## config.mk

```make
export PLATFORM = sky130hd
export DESIGN_NAME = mem_bus_arbiter
export DESIGN_NICKNAME = d
export VERILOG_FILES = /design/src/rtl/mem_bus_arbiter_pkg.sv /design/src/rtl/mem_bus_arbiter_owner_table.sv /design/src/rtl/mem_bus_arbiter.sv
export SDC_FILE = /design/constraint.sdc
export NUM_CORES = 1
export LEC_CHECK = 0
export BUFFER_PORTS_ARGS = -buffer_cell sky130_fd_sc_hd__buf_2
export CAP_MARGIN = 40
export CORE_AREA = 2 2 239 241
export DETAILED_ROUTE_END_ITERATION = 8
export DIE_AREA = 0 0 241 243
export PLACE_DENSITY = 0.36
export SETUP_SLACK_MARGIN = 0.2
export SYNTH_ARGS = -nofsm -noshare
export SYNTH_HDL_FRONTEND = slang
export SYNTH_SLANG_ARGS = --single-unit
```

## constraint.sdc

```tcl
create_clock -name clock -period 8.8 [get_ports clock]
set_input_delay 1.76 -clock clock [delete_from_list [all_inputs] [get_ports clock]]
set_output_delay 1.76 -clock clock [all_outputs]
set_load 0.03 [all_outputs]
```

## src/rtl/mem_bus_arbiter_pkg.sv

```systemverilog
// Shared types and widths for the processor-to-memory bus arbiter.
`define MEM_ARB_OWNER_RESET OWN_DCACHE

package mem_bus_arbiter_pkg;

  localparam int unsigned MEM_ADDR_W = 64;
  localparam int unsigned MEM_DATA_W = 64;
  localparam int unsigned MEM_TAG_W  = 4;
  localparam int unsigned MEM_CMD_W  = 2;
  localparam int unsigned OUTST_W    = 5;

  typedef enum logic [MEM_CMD_W-1:0] {
    BUS_NONE  = 2'h0,
    BUS_LOAD  = 2'h1,
    BUS_STORE = 2'h2
  } BUS_COMMAND;

  typedef struct packed {
    logic [MEM_ADDR_W-1:0] addr;
    logic [MEM_DATA_W-1:0] data;
    BUS_COMMAND            command;
  } MEM_REQ_t;

  typedef enum logic {
    OWN_DCACHE = 1'b0,
    OWN_ICACHE = 1'b1
  } ARB_OWNER_e;

endpackage

```

## src/rtl/mem_bus_arbiter_owner_table.sv

```systemverilog
// Tag ownership register file: write on load accept, clear on completion, registered popcount.
module mem_tag_owner_table
  import mem_bus_arbiter_pkg::*;
#(
  parameter int unsigned NUM_TAGS = 16
) (
  input  logic                 clock,
  input  logic                 reset,
  input  logic                 wr_en,
  input  logic [MEM_TAG_W-1:0] wr_tag,
  input  ARB_OWNER_e           wr_owner,
  input  logic                 cl_en,
  input  logic [MEM_TAG_W-1:0] cl_tag,
  output logic                 lookup_valid_c,
  output ARB_OWNER_e           lookup_owner_c,
  output logic [OUTST_W-1:0]   outstanding
);

  logic [NUM_TAGS-1:0] valid_q;
  logic [NUM_TAGS-1:0] valid_nxt;
  logic [NUM_TAGS-1:0] owner_q;
  logic [NUM_TAGS-1:0] owner_nxt;
  logic [OUTST_W-1:0]  count_nxt;

  // Lookup sees the table as it stood before this edge's update.
  always_comb begin
    lookup_valid_c = valid_q[cl_tag];
    lookup_owner_c = ARB_OWNER_e'(owner_q[cl_tag]);
  end

  // Completion clears first so a same-tag accept overwrites it.
  always_comb begin
    valid_nxt = valid_q;
    owner_nxt = owner_q;
    if (cl_en && (cl_tag != '0)) begin
      valid_nxt[cl_tag] = 1'b0;
    end
    if (wr_en && (wr_tag != '0)) begin
      valid_nxt[wr_tag] = 1'b1;
      owner_nxt[wr_tag] = wr_owner;
    end
  end

  always_comb begin
    count_nxt = '0;
    for (int i = 0; i < int'(NUM_TAGS); i++) begin
      count_nxt = count_nxt + OUTST_W'(valid_nxt[i]);
    end
  end

  always_ff @(posedge clock) begin
    if (!reset) begin
      valid_q     <= '0;
      owner_q     <= '0;
      outstanding <= '0;
    end else begin
      valid_q     <= valid_nxt;
      owner_q     <= owner_nxt;
      outstanding <= count_nxt;
    end
  end

endmodule

```

## src/rtl/mem_bus_arbiter.sv

```systemverilog
// Arbitrates the memory port between Dcache MSHR and Icache, and steers
// responses and completions back to the requester that owns each tag.
module mem_bus_arbiter
  import mem_bus_arbiter_pkg::*;
#(
  parameter int unsigned STARVE_LIMIT = 4,
  parameter int unsigned NUM_TAGS     = 16
) (
  input  logic                  clock,
  input  logic                  reset,
  input  logic [MEM_ADDR_W-1:0] d2arb_addr,
  input  logic [MEM_DATA_W-1:0] d2arb_data,
  input  logic [MEM_CMD_W-1:0]  d2arb_command,
  input  logic [MEM_ADDR_W-1:0] i2arb_addr,
  input  logic [MEM_DATA_W-1:0] i2arb_data,
  input  logic [MEM_CMD_W-1:0]  i2arb_command,
  output logic [MEM_ADDR_W-1:0] proc2mem_addr,
  output logic [MEM_DATA_W-1:0] proc2mem_data,
  output logic [MEM_CMD_W-1:0]  proc2mem_command,
  input  logic [MEM_TAG_W-1:0]  mem2proc_response,
  input  logic [MEM_TAG_W-1:0]  mem2proc_tag,
  input  logic [MEM_DATA_W-1:0] mem2proc_data,
  output logic [MEM_TAG_W-1:0]  arb2d_response,
  output logic [MEM_TAG_W-1:0]  arb2i_response,
  output logic [MEM_TAG_W-1:0]  arb2d_tag,
  output logic [MEM_TAG_W-1:0]  arb2i_tag,
  output logic [MEM_DATA_W-1:0] arb2d_data,
  output logic [MEM_DATA_W-1:0] arb2i_data,
  output logic [OUTST_W-1:0]    outstanding,
  output logic                  tag_err
);

  localparam int unsigned STARVE_W = $clog2(STARVE_LIMIT + 1);

  MEM_REQ_t            d_req;
  MEM_REQ_t            i_req;
  MEM_REQ_t            gnt_req;
  logic                d_active;
  logic                i_active;
  logic                gnt_valid;
  logic                accept;
  ARB_OWNER_e          gnt_owner;
  logic                lock_valid;
  ARB_OWNER_e          lock_owner;
  logic [STARVE_W-1:0] starve_cnt;
  logic                starved;
  logic                cpl_en;
  logic                cpl_hit;
  logic                lookup_valid;
  ARB_OWNER_e          lookup_owner;

  always_comb begin
    d_req    = '{addr: d2arb_addr, data: d2arb_data, command: BUS_COMMAND'(d2arb_command)};
    i_req    = '{addr: i2arb_addr, data: i2arb_data, command: BUS_COMMAND'(i2arb_command)};
    d_active = (d_req.command != BUS_NONE);
    i_active = (i_req.command != BUS_NONE);
    starved  = (starve_cnt == STARVE_W'(STARVE_LIMIT));
  end

  // Lock beats starvation, starvation beats default Dcache priority.
  always_comb begin
    gnt_owner = OWN_DCACHE;
    if (lock_valid && (lock_owner == OWN_ICACHE) && i_active) begin
      gnt_owner = OWN_ICACHE;
    end else if (lock_valid && (lock_owner == OWN_DCACHE) && d_active) begin
      gnt_owner = OWN_DCACHE;
    end else if (!d_active) begin
      gnt_owner = OWN_ICACHE;
    end else if (starved && i_active) begin
      gnt_owner = OWN_ICACHE;
    end
    gnt_valid = d_active || i_active;
    gnt_req   = (gnt_owner == OWN_ICACHE) ? i_req : d_req;
    accept    = gnt_valid && (mem2proc_response != '0);
  end

  always_comb begin
    proc2mem_addr    = gnt_valid ? gnt_req.addr : '0;
    proc2mem_data    = gnt_valid ? gnt_req.data : '0;
    proc2mem_command = gnt_valid ? gnt_req.command : BUS_NONE;
    arb2d_response   = (accept && (gnt_owner == OWN_DCACHE)) ? mem2proc_response : '0;
    arb2i_response   = (accept && (gnt_owner == OWN_ICACHE)) ? mem2proc_response : '0;
  end

  always_comb begin
    cpl_en     = (mem2proc_tag != '0);
    cpl_hit    = cpl_en && lookup_valid;
    arb2d_tag  = (cpl_hit && (lookup_owner == OWN_DCACHE)) ? mem2proc_tag  : '0;
    arb2i_tag  = (cpl_hit && (lookup_owner == OWN_ICACHE)) ? mem2proc_tag  : '0;
    arb2d_data = (cpl_hit && (lookup_owner == OWN_DCACHE)) ? mem2proc_data : '0;
    arb2i_data = (cpl_hit && (lookup_owner == OWN_ICACHE)) ? mem2proc_data : '0;
  end

  mem_tag_owner_table #(
    .NUM_TAGS (NUM_TAGS)
  ) u_owner_table (
    .clock          (clock),
    .reset          (reset),
    .wr_en          (accept && (gnt_req.command == BUS_LOAD)),
    .wr_tag         (mem2proc_response),
    .wr_owner       (gnt_owner),
    .cl_en          (cpl_en),
    .cl_tag         (mem2proc_tag),
    .lookup_valid_c (lookup_valid),
    .lookup_owner_c (lookup_owner),
    .outstanding    (outstanding)
  );

  // Lock follows a rejected grant; starvation counts Dcache wins over a waiting Icache.
  always_ff @(posedge clock) begin
    if (!reset) begin
      lock_valid <= 1'b0;
      lock_owner <= `MEM_ARB_OWNER_RESET;
      starve_cnt <= '0;
      tag_err    <= 1'b0;
    end else begin
      lock_valid <= gnt_valid && !accept;
      if (gnt_valid && !accept) begin
        lock_owner <= gnt_owner;
      end
      if (!i_active || (accept && (gnt_owner == OWN_ICACHE))) begin
        starve_cnt <= '0;
      end else if (accept && (gnt_owner == OWN_DCACHE) && !starved) begin
        starve_cnt <= starve_cnt + STARVE_W'(1);
      end
      if (cpl_en && !lookup_valid) begin
        tag_err <= 1'b1;
      end
    end
  end

endmodule
```

==> metrics.md <==
| Metric | Value |
|---|---|
| Result of the run | `completed` |
| Number of resized instances in the post-cts repair step | `0` |
| Portion of synthesized cell area occupied by the leading cell type | `20.47%` |
| Final worst path period need | `6.464 ns` |
| Share of flip-flops with an asynchronous set or reset | `0%` |
| Max-capacitance violation count | `0` |
| Max_slew headroom | `45.79%` |
| Buffer and inverter count on the worst path | `5` |
| Fin. max-slew vios | `0` |
| Cell chain of the critical path | `buf_2 -> o22ai_1 -> a221oi_2 -> a32o_1 -> ha_1 -> inv_1 -> fa_1 -> fa_1 -> fa_1 -> inv_1 -> fa_1 -> inv_1 -> fa_1 -> inv_1 -> fa_1 -> and2_1` |
| Global-route usage over all layers | `10.46%` |
| Total Neg Setup Slack | `0 ns` |
| Area overhead of the layout relative to synthesis | `72.29%` |
| Via count | `8183` |
| Hold buffer count at CTS | `0` |
| Number of vias per cell | `3.774` |
| Fin Clk Skew | `0.009121 ns` |
| Core ar. | `55950 sq um` |
| Sequential fraction of the synthesis area | `15.97%` |
| Area of all sequential standard cells | `860.8 sq um` |
| Synth area leader | `sky130_fd_sc_hd__nand2_1` |
| Synth Instances | `870` |
| Hold crit path type | `register to register` |
| Vertical die dimension | `243 um` |
| Number of clock sinks seen by CTS | `43` |
| Global-route wire length before repair | `46060 um` |
| Count of H-tree levels built during CTS | `2` |
| Arr. time, crit path | `6.65 ns` |
| Buffers from clock root to sink, at most | `2` |
| Setup repair after global routing missed its margin | `no` |
| TritonCTS clock tree | `done` |
| Unique cell type count in the Yosys netlist | `49` |
| Post-Layout Inst Area | `9289 sq um` |
| Count of port buffers added during placement | `613` |
| Number of nets in the synthesized netlist | `1221` |
| Final number of hold-violating endpoints | `0` |
| Post-DR wirelength/cell | `15.74 um` |
| Count of nets left with antenna violations after detail routing | `0` |
| Avg Cell Area, Syn | `6.197 sq um` |
| Gpl congestion | `0.7715` |
| Clock-pin slew on the worst setup and hold paths | `0.07 ns` |
| Layout cell share with drive strength beyond 1 | `45.92%` |
| Endpoint required time on the critical path | `8.99 ns` |
| Static leakage power | `5.698 nW` |
| Die Area | `58560 sq um` |
| Initial Util | `9.636%` |
| Type of destination of the critical path | `register` |
| CP most frequent cell | `sky130_fd_sc_hd__fa_1` |
| Number of warnings printed during yosys synthesis | `0` |
| Filler Cell Count | `6558` |
| Transition time at the pin with the least slew margin | `0.8131 ns` |
| Antenna violations before repair | `13` |
| Post-detailed-routing wire length | `34120 um` |
| Clock latency of the later-clocked register in the worst-skew pair | `0.29 ns` |
| Family with the most delay on the worst path | `adder cells` |
| Critical Setup Path Class | `primary input to register` |
| Slowest cell on crit path | `sky130_fd_sc_hd__a221oi_2` |
| Most repeated cell in the gate-level netlist after synthesis | `sky130_fd_sc_hd__nand2_1` |
| Detailed Route Iter0 Violations | `264` |
| Delay of the slowest cell on the worst path | `0.74 ns` |
| Number of buffers inserted to repair setup after CTS | `0` |
| Number of iterations in the first detailed-routing pass | `4` |
| Vias in the first global route | `7458` |
| Worst vdd ir | `0.00005852 V` |
| Summed instance area of the synthesized netlist | `5391 sq um` |
| Remaining global-route overflow | `0` |
| DRC violation count after routing | `0` |
| Final HPWL from detailed placement | `28500 um` |
| Crit start category | `primary input` |
| Ranking of synthesized cells by area | `sky130_fd_sc_hd__nand2_1 (20%), sky130_fd_sc_hd__dfxtp_1 (16%), sky130_fd_sc_hd__and3_1 (16%)` |
| FMAX | `154.7 MHz` |
| Worst reg2reg setup slack | `3.08 ns` |
| Power per cell area | `86.59 nW/um^2` |
| Pin count of the biggest net entering global routing | `137` |
| Ratio of final minimum period to clock period | `73.46%` |
| Die extent in x | `241 um` |
| Area taken by multi-input logic gates | `4111 sq um` |
| Total CTS buffers | `5` |
| Most common flop cell mapped by yosys | `sky130_fd_sc_hd__dfxtp_1` |
| Number of nets at the end of the flow | `1761` |
| Commonest cells post-synth | `sky130_fd_sc_hd__nand2_1 (294), sky130_fd_sc_hd__and3_1 (134), sky130_fd_sc_hd__nand3_1 (132)` |
| Number of core rows | `87` |
| Cell Area, Placed | `9145 sq um` |
| Total of endpoints with negative setup slack in the final report | `0` |
| Number of I/O pins | `614` |
| Number of register bits inferred by synthesis | `43` |
| Critical path peak fanout | `9` |
| EDFF count, synth | `0` |
| Root buffer selected by CTS | `sky130_fd_sc_hd__clkbuf_16` |
-- area by class of cell --
cell class | count | area share, %
diodes | 1 | 0.02694
flip-flops and latches | 43 | 9.267
repair buffers | 619 | 34.13
well taps | 756 | 10.18
inverters | 15 | 0.6061
clock buffers | 6 | 1.387
multi-input cells | 726 | 44.26
clock inverters | 2 | 0.1347
-- per-layer routing --
layer / share of wire [%] / track usage, %
met5: 0.079 / 0
met4: 2.9 / 3.214
met3: 7.9 / 2.002
met2: 54 / 21.56
met1: 35 / 10.14
-- worst register-to-register path, cell delays in order (launching register included) --
cell and delay [ns]:
sky130_fd_sc_hd__dfxtp_1 0.36, sky130_fd_sc_hd__inv_1 0.07, sky130_fd_sc_hd__ha_1 0.21, sky130_fd_sc_hd__and3b_1 0.21, sky130_fd_sc_hd__or2_1 0.26, sky130_fd_sc_hd__a221oi_2 0.71, sky130_fd_sc_hd__a32o_1 0.33, sky130_fd_sc_hd__ha_1 0.25
sky130_fd_sc_hd__inv_1 0.08, sky130_fd_sc_hd__fa_1 0.41, sky130_fd_sc_hd__fa_1 0.52, sky130_fd_sc_hd__fa_1 0.55, sky130_fd_sc_hd__inv_1 0.06, sky130_fd_sc_hd__fa_1 0.52, sky130_fd_sc_hd__inv_1 0.05, sky130_fd_sc_hd__fa_1 0.37
sky130_fd_sc_hd__inv_1 0.10, sky130_fd_sc_hd__fa_1 0.40, sky130_fd_sc_hd__and2_1 0.16
-- sequential cells by signal, indices dropped and copies added, names as in the netlist --
register	flops
u_owner_table.valid_q	16
u_owner_table.outstanding	5
tag_err	1
lock_owner	1
u_owner_table.owner_q	16
starve_cnt	3
lock_valid	1
-- per-stage QoR --
stage | power, mW | instances | hold WS (ns) | setup slack [ns] | util, %
final | 0.8044 | 2168 | 0.4601 | 2.336 | 16.60
after global routing | 0.8511 | 2167 | 0.4825 | 2.042 | 16.60
after CTS | 0.8180 | 2167 | 0.4621 | 2.318 | 16.60
after detailed placement | 0.6284 | 2159 | 0.4472 | 2.029 | 16.34
after global placement | 0.6286 | 2158 | 0.4424 | 2.011 | 16.30
after floorplan | 0.4438 | 870 | 0.4249 | 2.473 | -
-- cell usage in the layout (no fill, tap or decap), drive strengths merged, types with 2 or more instances in the layout --
cell / synthesis / layout
buf: 24 / 619
nand2: 294 / 294
and3: 134 / 134
nand3: 132 / 132
dfxtp: 43 / 43
and2: 24 / 24
nor2: 23 / 23
mux2i: 15 / 15
inv: 14 / 14
a21oi: 12 / 12
fa: 10 / 10
o21a: 9 / 9
mux4: 8 / 8
nor2b: 7 / 7
ha: 7 / 7
a21boi: 6 / 6
clkbuf: 62 / 6
nor3: 5 / 5
o21ai: 5 / 5
nand4: 3 / 3
o31ai: 3 / 3
nand2b: 3 / 3
a31oi: 3 / 3
nor4: 3 / 3
nand4b: 2 / 2
a32o: 2 / 2
a22oi: 2 / 2
a22o: 2 / 2
clkinv: 1 / 2
-- power breakdown --
group          switching (mW)  internal (mW)
logic                   0.279          0.136
registers             0.00272          0.199
clock network          0.0822          0.105
-- worst paths after layout --
kind,start,to,cells after the start
worst max-delay path,i2arb_command[1],u_owner_table.outstanding[1],16
worst min-delay path,u_owner_table.owner_q[12],u_owner_table.owner_q[12],2
worst min register to register,u_owner_table.owner_q[12],u_owner_table.owner_q[12],2
worst max register to register,starve_cnt[0],u_owner_table.outstanding[1],18
-- kinds of logic after synthesis --
logic type / synth area share (%)
AOI/OAI and AO/OA: 6.707
xor gates and xnor gates: 0.3250
adders and majority gates: 5.338
buffers and inverters: 8.447
DFF: 15.97
muxes: 6.127
and+or+nand+nor: 57.09
Note: power is estimated with default switching activity, not from simulation.
